===== config.mk =====
export PLATFORM = sky130hd
export DESIGN_NAME = nib2byte
export DESIGN_NICKNAME = d
export VERILOG_FILES = /design/src/rtl/nib2byte_pkg.sv /design/src/rtl/nib2byte_fifo.sv /design/src/rtl/nib2byte.sv
export SDC_FILE = /design/constraint.sdc
export NUM_CORES = 1
export LEC_CHECK = 0
export CORE_MARGIN = 5
export CORE_UTILIZATION = 59
export CTS_BUF_LIST = sky130_fd_sc_hd__clkbuf_2
export DETAILED_ROUTE_END_ITERATION = 8
export PLACE_DENSITY = 0.88
export SETUP_SLACK_MARGIN = 0.2
export SLEW_MARGIN = 20
export SYNTH_ARGS = -nofsm -noshare
export SYNTH_HDL_FRONTEND = slang
export SYNTH_HIERARCHICAL = 1
export SYNTH_SLANG_ARGS = --single-unit
export TNS_END_PERCENT = 20

===== constraint.sdc =====
create_clock -name clk -period 2.85 [get_ports clk]
set_input_delay 0.57 -clock clk [delete_from_list [all_inputs] [get_ports clk]]
set_output_delay 0.57 -clock clk [all_outputs]
set_load 0.05 [all_outputs]

===== src/rtl/nib2byte_pkg.sv =====
// Shared types and constants for the nibble-to-byte packer.
package nib2byte_pkg;

  localparam int unsigned NibW     = 4;
  localparam int unsigned ByteW    = 8;
  localparam int unsigned DefDepth = 4;

  typedef enum logic {
    StIdle,
    StHalf
  } pack_state_e;

  function automatic int unsigned ptr_w(input int unsigned depth);
    return $clog2(depth);
  endfunction

endpackage


===== src/rtl/nib2byte_fifo.sv =====
// DEPTH x 8 circular-buffer FIFO. Pop is taken before push, so a full FIFO
// accepts a push in the same cycle it is popped.
module nib2byte_fifo
  import nib2byte_pkg::*;
#(
  parameter int unsigned DEPTH = DefDepth
) (
  input  logic             clk,
  input  logic             rst,
  input  logic             push,
  input  logic [ByteW-1:0] wdata,
  input  logic             pop,
  output logic [ByteW-1:0] rdata,
  output logic             full,
  output logic             empty
);

  localparam int unsigned PtrW = ptr_w(DEPTH);
  localparam logic [PtrW:0] DepthC = (PtrW + 1)'(DEPTH);

  logic [ByteW-1:0] mem_q [DEPTH];
  logic [ByteW-1:0] mem_d [DEPTH];
  logic [PtrW-1:0]  wr_ptr_q, wr_ptr_d;
  logic [PtrW-1:0]  rd_ptr_q, rd_ptr_d;
  logic [PtrW:0]    count_q, count_d;
  logic             pop_en, push_en;

  assign full  = (count_q == DepthC);
  assign empty = (count_q == '0);
  assign rdata = mem_q[rd_ptr_q];

  assign pop_en  = pop & ~empty;
  assign push_en = push & (~full | pop_en);

  always_comb begin
    mem_d    = mem_q;
    wr_ptr_d = wr_ptr_q;
    rd_ptr_d = rd_ptr_q;
    count_d  = count_q;
    if (push_en) begin
      mem_d[wr_ptr_q] = wdata;
      wr_ptr_d        = wr_ptr_q + PtrW'(1);
    end
    if (pop_en) begin
      rd_ptr_d = rd_ptr_q + PtrW'(1);
    end
    case ({push_en, pop_en})
      2'b10:   count_d = count_q + (PtrW + 1)'(1);
      2'b01:   count_d = count_q - (PtrW + 1)'(1);
      default: count_d = count_q;
    endcase
  end

  // Storage is reset too, so the head byte reads as zero straight out of reset.
  always_ff @(posedge clk or posedge rst) begin
    if (rst) begin
      for (int i = 0; i < int'(DEPTH); i++) begin
        mem_q[i] <= '0;
      end
      wr_ptr_q <= '0;
      rd_ptr_q <= '0;
      count_q  <= '0;
    end else begin
      mem_q    <= mem_d;
      wr_ptr_q <= wr_ptr_d;
      rd_ptr_q <= rd_ptr_d;
      count_q  <= count_d;
    end
  end

endmodule


===== src/rtl/nib2byte.sv =====
// Packs nibble pairs into bytes, buffers them in a FIFO, flags dropped bytes.
// Define NIB2BYTE_STAT_EN to add the saturating drop_cnt output.
module nib2byte
  import nib2byte_pkg::*;
#(
  parameter int unsigned DEPTH = DefDepth
) (
  input  logic             clk,
  input  logic             rst,
  input  logic [NibW-1:0]  din,
  input  logic             din_vld,
  input  logic             flush,
  output logic [ByteW-1:0] byte_out,
  output logic             byte_vld,
  input  logic             byte_rdy,
  output logic             ovf,
  input  logic             ovf_clr
`ifdef NIB2BYTE_STAT_EN
  ,
  output logic [7:0]       drop_cnt
`endif
);

  pack_state_e      state_q, state_d;
  logic [NibW-1:0]  hi_q, hi_d;
  logic             ovf_q, ovf_d;
  logic             byte_done;
  logic [ByteW-1:0] byte_data;
  logic             fifo_full, fifo_empty;
  logic             drop;

  always_ff @(posedge clk or posedge rst) begin
    if (rst) begin
      state_q <= StIdle;
      hi_q    <= '0;
    end else begin
      state_q <= state_d;
      hi_q    <= hi_d;
    end
  end

  always_comb begin
    state_d = state_q;
    hi_d    = hi_q;
    if (flush) begin
      state_d = StIdle;
      hi_d    = '0;
    end else if (din_vld) begin
      unique case (state_q)
        StIdle: begin
          hi_d    = din;
          state_d = StHalf;
        end
        StHalf: state_d = StIdle;
      endcase
    end
  end

  always_comb begin
    byte_done = (state_q == StHalf) & din_vld & ~flush;
    byte_data = {hi_q, din};
  end

  // Full FIFO still takes the byte if the consumer pops the head this cycle.
  assign drop = byte_done & fifo_full & ~byte_rdy;

  nib2byte_fifo #(
    .DEPTH(DEPTH)
  ) u_fifo (
    .clk  (clk),
    .rst  (rst),
    .push (byte_done),
    .wdata(byte_data),
    .pop  (byte_rdy),
    .rdata(byte_out),
    .full (fifo_full),
    .empty(fifo_empty)
  );

  assign byte_vld = ~fifo_empty;

  always_comb begin
    ovf_d = ovf_q;
    if (ovf_clr) ovf_d = 1'b0;
    if (drop)    ovf_d = 1'b1;
  end

  always_ff @(posedge clk or posedge rst) begin
    if (rst) ovf_q <= 1'b0;
    else     ovf_q <= ovf_d;
  end

  assign ovf = ovf_q;

`ifdef NIB2BYTE_STAT_EN
  logic [7:0] drop_cnt_q, drop_cnt_d;
  logic [7:0] drop_base;

  // A clear and a drop together leave the count at one.
  always_comb begin
    drop_base  = ovf_clr ? 8'd0 : drop_cnt_q;
    drop_cnt_d = drop_base;
    if (drop && drop_base != 8'hff) drop_cnt_d = drop_base + 8'd1;
  end

  always_ff @(posedge clk or posedge rst) begin
    if (rst) drop_cnt_q <= '0;
    else     drop_cnt_q <= drop_cnt_d;
  end

  assign drop_cnt = drop_cnt_q;
`endif

endmodule


Word-level counts from Yosys, hierarchy flattened
Index checks and enable logic that the tools add are counted.
Word-level totals
  flip-flop bits (word level): 45
  latch bits: 0
  RAM bits: 0
  ROM bits: 0
  output and inout bits: 10
  memories kept: 0
Cells by class
  add/sub/neg operators: 4
  $mul: 0
  div/mod/pow operators: 0
  magnitude comparators: 3
  equality and inequality tests: 4
  shift operators: 0
  multiplexer cells: 15
  bitwise gates (word level): 14
  reductions and logical operators: 6
Operator list (number)
  32-bit bitwise mux: 1
  8-bit 2-to-1 mux: 3
  8-bit binary-select mux with 2-bit select: 1
  8-bit demux with 2-bit select: 1
  4-bit 2-to-1 mux: 3
  1-bit bitwise AND: 6
  3-bit >= comparator (second input constant): 2
  2-bit inverter with 3-bit output: 2
  3-bit case mux with 2 select lines: 1
  2-bit nonzero test: 3
  1-bit inverter: 5
  2-bit by 1-bit adder with 2-bit output (second input constant): 2
  1-bit 2-to-1 mux: 4
  3-bit by 1-bit adder with 3-bit output (second input constant): 1
  3-bit equality test (second input constant): 1
  3-bit logical NOT: 1
  3-bit by 1-bit < comparator with 1-bit output (second input constant): 1
  3-bit by 1-bit subtractor with 3-bit output (second input constant): 1
  2-bit by 1-bit equality test with 1-bit output (second input constant): 1
  2-bit equality test (second input constant): 1
  2-bit inequality test (second input constant): 1
  1-bit case mux with 2 select lines: 1
  2-bit AND reduction: 1
  1-bit logical AND: 1
  1-bit bitwise OR: 1

Depth between registers and ports, before layout
Gate-level depths: netlist of the first run.
  word-level depth: 7
  gate-level depth with buffers: 8
  gate-level depth less buffers: 8

Cells and area by module
The synthesis of the first run kept the hierarchy.
By module, submodules not included
  nib2byte_fifo: instances 1, cells an instance 116, area each 1805.5 um^2, seq. area each 975.9 um^2
  nib2byte: instances 1, cells an instance 24, area each 262.8 um^2, seq. area each 150.1 um^2

Worst setup path after synthesis of the first run
No wires, ideal clock.
  kind: input -> register
  start point: input port byte_rdy
  end point: register u_fifo.count_q[2]
  arrival time: 2086 ps
  path slack: 684 ps
  stages: 8
  path through: nor4b_4 or2b_2 ha_1 inv_1 fa_1 xor2_1 nor2_1 xor2_1
Between the ends
  word-level cells in the longest chain between the ends: 5
RTL lines
  start: declaration: line nib2byte.sv:15  | input logic byte_rdy,
  1-bit bitwise AND (*): line nib2byte_fifo.sv:32  | assign pop_en = pop & ~empty;
  1-bit bitwise OR: line nib2byte_fifo.sv:33  | assign push_en = push & (~full | pop_en);
  1-bit bitwise AND: line nib2byte_fifo.sv:33
  2-bit by 1-bit equality test with 1-bit output or 2-bit equality test (tied branches): line nib2byte_fifo.sv:47  | case ({push_en, pop_en})
  3-bit case mux with 2 select lines or 2-bit nonzero test (tied branches)
  end signal: assignment: line nib2byte_fifo.sv:67  | count_q <= count_d;
  end: declaration: line nib2byte_fifo.sv:25  | logic [PtrW:0] count_q, count_d;
Mark *: on every way between the ends. The rest lies on a longest branch, timed or not.
A chain may end at the register's enable or synchronous reset.

Worst setup path after layout of the first run
  start point: register u_fifo.rd_ptr_q[0]
  end point: output port byte_out[7]
Between the ends
  word-level cells in the longest chain between the ends: 4
RTL lines
  start: declaration: line nib2byte_fifo.sv:24  | logic [PtrW-1:0] rd_ptr_q, rd_ptr_d;
  start signal: assignment: line nib2byte_fifo.sv:66  | rd_ptr_q <= rd_ptr_d;
  2-bit inverter with 3-bit output (implied by the code): line nib2byte_fifo.sv:30  | assign rdata = mem_q[rd_ptr_q];
  8-bit binary-select mux with 2-bit select: line nib2byte_fifo.sv:30
  8-bit 2-to-1 mux (implied by the code) (2 in series): line nib2byte_fifo.sv:30
  end: declaration: line nib2byte.sv:13  | output logic [ByteW-1:0] byte_out,
No other way between the ends. The select of a mux whose other input is x is not followed.

==> results of run 1 <==
-- power by group --
part	switching, W	internal, W	total, W	leakage [nW]
clock network	0.000212	0.0000620	0.000274	0.0294
registers	0.000168	0.000850	0.00102	0.588
logic	0.000526	0.000440	0.000965	0.534
-- final cells by class --
| type | count | area (um^2) | share of cell area [%] |
|---|---|---|---|
| Clock buffer | 5 | 25.0 | 1.05 |
| Clock inverter | 3 | 21.3 | 0.897 |
| Inverter | 10 | 37.5 | 1.58 |
| Multi-Input combinational cell | 82 | 891 | 37.6 |
| Sequential cell | 45 | 1130 | 47.5 |
| Tap cell | 46 | 57.6 | 2.43 |
| Timing Repair Buffer | 24 | 214 | 9.02 |
-- path summary, 6_finish.rpt --
check / end / depth (start not counted)
max: byte_out[7] / 3
min: hi_q[2] / 2
max reg2reg: u_fifo/count_q[2] / 8
min reg2reg: u_fifo/mem_q[31] / 1
max in group asynchronous: u_fifo/wr_ptr_q[1] / 3
min in group clk: u_fifo/mem_q[31] / 1
-- metal layers --
metal  up-vias  wire length, um
met5         -                0
met4         0               53
met3         6              157
met2        25             1900
met1       603             1670
li1        544                -
-- what timing repair did --
item                       CTS  global route
setup endpoints to repair    8             2
hold endpoints to repair     0             0
gates resized for setup      8             2
pin swaps                    0             0
-- cells by family (layout without fill, tap and decap cells) --
| logic type | after synthesis | count (layout) | share of synthesized area [%] |
|---|---|---|---|
| multiplexers | 46 | 46 | 29.1 |
| flip-flops | 45 | 45 | 54.4 |
| AND/OR/NAND/NOR | 21 | 21 | 6.05 |
| buffers and inverters | 13 | 42 | 2.48 |
| XOR/XNOR | 7 | 7 | 2.96 |
| adder cells (fa/ha/maj) | 6 | 6 | 3.99 |
| AO/OA/AOI/OAI | 2 | 2 | 0.968 |
-- Yosys cell counts (2+ instances only) --
| cell type | count | area, um^2 |
|---|---|---|
| mux4_2 | 8 | 180 |
| mux2_1 | 2 | 22.5 |
| nor2_1 | 6 | 22.5 |
| dfrtp_1 | 45 | 1130 |
| mux2i_1 | 5 | 50.1 |
| nor2_2 | 4 | 25.0 |
| inv_1 | 10 | 37.5 |
| mux2_2 | 31 | 349 |
| ha_1 | 5 | 62.6 |
| nand2_1 | 5 | 18.8 |
| xnor2_1 | 4 | 35.0 |
| xor2_1 | 3 | 26.3 |
-- stage by stage --
step	power [W]	instances	setup slack, ns
CTS	0.00228	215	0.272
detailed placement	0.00206	207	0.00809
global route	0.00239	215	0.193
global placement	0.00201	207	0.137
floorplan	0.00176	140	0.684
finish	0.00226	215	0.321
-- state kept, by name, indices dropped and copies added (netlist names) --
signal           cells
state_q              1
u_fifo/mem_q        32
ovf                  1
u_fifo/count_q       3
u_fifo/rd_ptr_q      2
u_fifo/wr_ptr_q      2
hi_q                 4
-- worst max-delay path, cell delays in order, from the launching register on --
cell and delay [ns]:
dfrtp_1 0.37, buf_4 0.22, mux4_2 0.53, dlygate4sd2_1 0.44
==> key figures, run 1 <==
Floorplanning
  • Core box area: roughly 3400 um^2
  • Die area: between 4000 and 5000 um^2
  • Starting Density: about three fifths
  • Chip width: roughly 70 um
  • Die Ht: slightly below 70 um
  • Number of I/O pins: 20
  • Row cnt: 21

Power and ir drop
  • Leak: 1.15 nW
  • Power per cell area: about 950 nW/um^2
  • Largest vdd supply drop: slightly below 0.0005 V

Clock tree
  • Postcts setup bufs: 0
  • Hold Buf Count CTS: 0
  • Clock sink count: 45
  • CTS tree: built
  • Worst skew pair latency: ~0.43 ns
  • Total CTS buffers: 5
  • Root Driver: clkbuf_2
  • H-tree depth: 2
  • Worst-path clk slew: between 0.2 and 0.3 ns
  • Clk buf depth: 2

Placed design
  • RePlAce Congestion: around 0.80
  • Port buffer count: 19
  • Cell area after placement: 2340 um^2
  • Post-DP HPWL: 2.68 mm

Yosys
  • Top_reg_cell synth: dfrtp_1
  • Cell Area, Synth: slightly above 2000 um^2
  • Avg Cell Area, Syn: roughly 15 um^2
  • Async set or reset register ratio after synthesis: 100%
  • Distinct cells, synth: 24
  • Ys Warns: 6
  • Post-Syn Instances: 140
  • Synthesized flop and latch total: 45
  • Net Count, Synth: 156
  • EDFF count, synth: 0
  • Sequential fraction of the synthesis area: between 50% and 60%

Global route
  • Met2 usage: between 20 and 30%
  • Initial antenna violation count: 0
  • Via count of the first global-routing pass: roughly 1300
  • GRT Total Usage: ~17%
  • Largest net degree at the start of global routing: 40
  • Total grt overflow: 0
  • Met1 Use GR: between 20% and 30%
  • Met3 Resource Use GR: ~4.6%
  • Most Crowded Layer GR: met2
  • First-pass GRT wire length: ~6.5 mm

Timing
  • FMAX: between 300 and 400 MHz
  • Hold Vio Cnt, Final: 0
  • Setup violators final: 0
  • Max Slew Vio Count: 0
  • Worst slew pin tran: 0.532 ns
  • TNS Setup: 0 ns
  • Skew final: between 0.03 and 0.04 ns
  • Hold_ws: about 0.35 ns
  • Period utilization: 88.7%
  • Fin crit period: between 2 and 3 ns
  • RSZ-0062 raised after global routing: yes
  • Slew headroom: ~64%

Finish
  • Fin area: between 2000 and 2500 um^2
  • Most frequent cells in the layout: 45 x dfrtp_1, 31 x mux2_2, 11 x clkdlybuf4s50_1
  • Filler instances: ~260
  • Area grow syn2layout: 14.7%
  • Post-layout util: a little over two thirds
  • Layout cell share with drive strength beyond 1: 35.5%
  • Layout net count: approximately 180
  • Antenna cells: 0
  • Most common cell after layout, fill and taps aside: dfrtp_1

Run status
  • Outcome: finished, final reports clean

Worst setup path
  • R2r startpoint: u_fifo/count_q[0]
  • Crit. Startpoint: u_fifo/rd_ptr_q[0]
  • Critical Setup Path Class: reg -> out
  • Critical path arrival: slightly below 2 ns
  • CP startpoint kind: flop
  • CP Max Fanout: 10
  • Critical Path Sink Type: primary output
  • R2r setup slk: roughly 0.57 ns
  • Required @ worst endpoint: 2.28 ns

Detailed routing
  • Post-route DRC: 0
  • DRT antenna net count: 0
  • DR vias/cell: 5.48
  • Drt wl/cell: around 18 um
  • Final WL: roughly 3.8 mm
  • DR pass1 iterations: 4
  • Iter 0 DRT Violations: 56
  • Total number of vias: roughly 1200

Flow run
  • # Max-Cap Violations: 0

Hold path
  • Hold/Removal Path Class: in -> async
Power figures use the tool's default switching activity.
==> inputs of run 2 (changes only) <==
--- a/config.mk
+++ b/config.mk
@@ -5,7 +5,8 @@
 export SDC_FILE = /design/constraint.sdc
 export NUM_CORES = 1
 export LEC_CHECK = 0
-export CORE_MARGIN = 5
+export CORE_ASPECT_RATIO = 0.75
+export CORE_MARGIN = 1
 export CORE_UTILIZATION = 59
 export CTS_BUF_LIST = sky130_fd_sc_hd__clkbuf_2
 export DETAILED_ROUTE_END_ITERATION = 8
==> run 2 against run 1 <==
Sequential power hardly changed; setup slack better by 0.028 ns; cell count is 3.7% lower; critical endpoint is now byte_out[5].
==> key figures, run 2 (synthesis gave the netlist of run 1 again) <==
Run status
  • Outcome: finished, final reports clean (unchanged)

Detailed routing
  • Total number of vias: 1159 (was 1178)
  • Iter 0 DRT Violations: 56 (unchanged)
  • Drt wl/cell: 17.3 um (was 17.6 um)
  • DR pass1 iterations: 4 (unchanged)
  • Post-route DRC: 0 (unchanged)
  • Final WL: 3.58 mm (was 3.78 mm)
  • DR vias/cell: 5.60 (was 5.48)
  • DRT antenna net count: 0 (unchanged)

Floorplanning
  • Core box area: 3310 um^2 (was 3360 um^2)
  • Chip width: 70.4 um (was 69.2 um)
  • Die area: 3750 um^2 (was 4790 um^2)
  • Number of I/O pins: 20 (unchanged)
  • Starting Density: 62.5% (was 61.5%)
  • Die Ht: 53.3 um (was 69.2 um)
  • Row cnt: 18 (was 21)

Worst setup path
  • Required @ worst endpoint: 2.28 ns (about the same)
  • Register-to-Register Path Depth: 8 (unchanged)
  • Critical Setup Path Class: reg -> out (unchanged)
  • Critical path arrival: 1.93 ns (was 1.96 ns)
  • CP startpoint kind: flop (unchanged)
  • R2r startpoint: u_fifo/count_q[1] (was u_fifo/count_q[0])
  • Critical Path Sink Type: primary output (unchanged)
  • Crit. Startpoint: u_fifo/rd_ptr_q[0] (unchanged)
  • R2R Path End: u_fifo/count_q[2] (unchanged)
  • CP Max Fanout: 8 (was 10)
  • R2r setup slk: 0.60 ns (was 0.57 ns)

Finish
  • Top Registers: u_fifo/mem_q x32, hi_q x4, u_fifo/count_q x3 (unchanged)
  • Most flop-heavy register: u_fifo/mem_q (unchanged)
  • Most frequent cells in the layout: 43 x dfrtp_1, 31 x mux2_2, 11 x clkdlybuf4s50_1 (was 45 x dfrtp_1, 31 x mux2_2, 11 x clkdlybuf4s50_1)
  • Most common cell after layout, fill and taps aside: dfrtp_1 (unchanged)
  • Max FFs per register: 32 (unchanged)
  • Layout cell share with drive strength beyond 1: 35.3% (was 35.5%)
  • Final Instance Count excl. Fillers: 207 (was 215)
  • Layout net count: 182 (was 184)
  • Area grow syn2layout: 14.2% (was 14.7%)
  • Antenna cells: 0 (unchanged)

Clock tree
  • Clock sink count: 45 (unchanged)
  • H-tree depth: 2 (unchanged)
  • Total CTS buffers: 5 (unchanged)
  • Root Driver: clkbuf_2 (unchanged)
  • Postcts setup bufs: 0 (unchanged)
  • CTS tree: built (unchanged)
  • Worst-path clk slew: 0.20 ns (was 0.26 ns)
  • Clk buf depth: 2 (unchanged)
  • Worst skew pair latency: 0.36 ns (was 0.43 ns)

Timing
  • Worst slew pin tran: 0.540 ns (was 0.532 ns)
  • Skew final: 0.0119 ns (was 0.0328 ns)
  • Max Slew Vio Count: 0 (unchanged)
  • Hold Vio Cnt, Final: 0 (unchanged)
  • Fin crit period: 2.50 ns (was 2.53 ns)
  • TNS Setup: 0 ns (unchanged)
  • Setup violators final: 0 (unchanged)
  • FMAX: 400 MHz (was 395 MHz)
  • RSZ-0062 raised after global routing: no (was yes)
  • Slew headroom: 63.9% (was 64.4%)
  • Period utilization: 87.8% (was 88.7%)

Global route
  • Via count of the first global-routing pass: 1217 (was 1315)
  • Initial antenna violation count: 0 (unchanged)
  • First-pass GRT wire length: 6.02 mm (was 6.49 mm)
  • Total grt overflow: 0 (unchanged)
  • GRT Total Usage: 22.4% (was 17.2%)
  • Largest net degree at the start of global routing: 40 (unchanged)

Placed design
  • Port buffer count: 19 (unchanged)
  • RePlAce Congestion: 0.809 (was 0.804)
  • Post-DP HPWL: 2.64 mm (was 2.68 mm)
  • Placed insts: 199 (was 207)

Power and ir drop
  • Largest vdd supply drop: 0.000566 V (was 0.000494 V)
  • Power per cell area: 955 nW/um^2 (was 951 nW/um^2)
  • Leak: 1.15 nW (about the same)

Hold path
  • Hold/Removal Path Class: in -> async (unchanged)

Flow run
  • # Max-Cap Violations: 0 (unchanged)
[run 2: cell types whose count changed in the layout (fill, tap and decap cells not counted), sizes merged]
| cell | previous run | this run |
|---|---|---|
| buf | 5 | 3 |
| clkbuf | 6 | 8 |
| dlygate4sd2 | 7 | 8 |
| inv | 11 | 10 |
| clkinvlp | 1 | 0 |
| clkinv | 1 | 0 |
[run 2: how the worst max path moves through the flow]
stage          cells after the start                 to
2_1_floorplan                      8  u_fifo/count_q[2]
3_3_place_gp                       9  u_fifo/count_q[2]
3_5_place_dp                       9  u_fifo/count_q[2]
4_1_cts                            3        byte_out[5]
5_1_grt                            3        byte_out[5]
6_report                           3        byte_out[5]
[run 2: routing by layer]
metal  wire, um  vias up  track usage [%]
li1           -      545                -
met1       1630      593             30.0
met2       1850       19             38.3
met3         91        2             4.57
met4         11        0             5.33
met5          0        -                0
[run 2: through the flow]
step / worst slack (ns) / utilization [%] / power [W] / area, um^2 / hold WS (ns)
after CTS: 0.240 / 71.3 / 0.00228 / 2360 / 0.391
final: 0.349 / 71.4 / 0.00226 / 2360 / 0.408
after detailed placement: 0.0486 / 70.4 / 0.00208 / 2330 / 0.475
after global routing: 0.230 / 71.4 / 0.00240 / 2360 / 0.396
after global placement: 0.143 / 70.4 / 0.00202 / 2330 / 0.462
after floorplan: 0.684 / - / 0.00176 / 2070 / 0.361
[run 2: critical path: stages, from the launching register on]
cell and delay [ns]:
dfrtp_2 0.47, buf_12 0.15, mux4_2 0.50, dlygate4sd2_1 0.44
[run 2: power by group]
part | switching [W] | total (W) | internal [W]
Clock | 0.000175 | 0.000248 | 0.0000726
Sequential | 0.000186 | 0.00104 | 0.000853
Combinational | 0.000514 | 0.000970 | 0.000456
[run 2: area by class of cell]
| type | instances | area, um^2 |
|---|---|---|
| timing repair buffer | 22 | 215 |
| inverter | 10 | 37.5 |
| clock buffer | 8 | 40.0 |
| fill | 225 | 948 |
| tap | 40 | 50.0 |
| sequential | 45 | 1130 |
| multi-input combinational | 82 | 891 |
[run 2: timing repair]
| action | in CTS | in global routing |
|---|---|---|
| hold buffers | 0 | 0 |
| endpoints found under the setup margin | 8 | 6 |
| gates resized for setup | 9 | 1 |
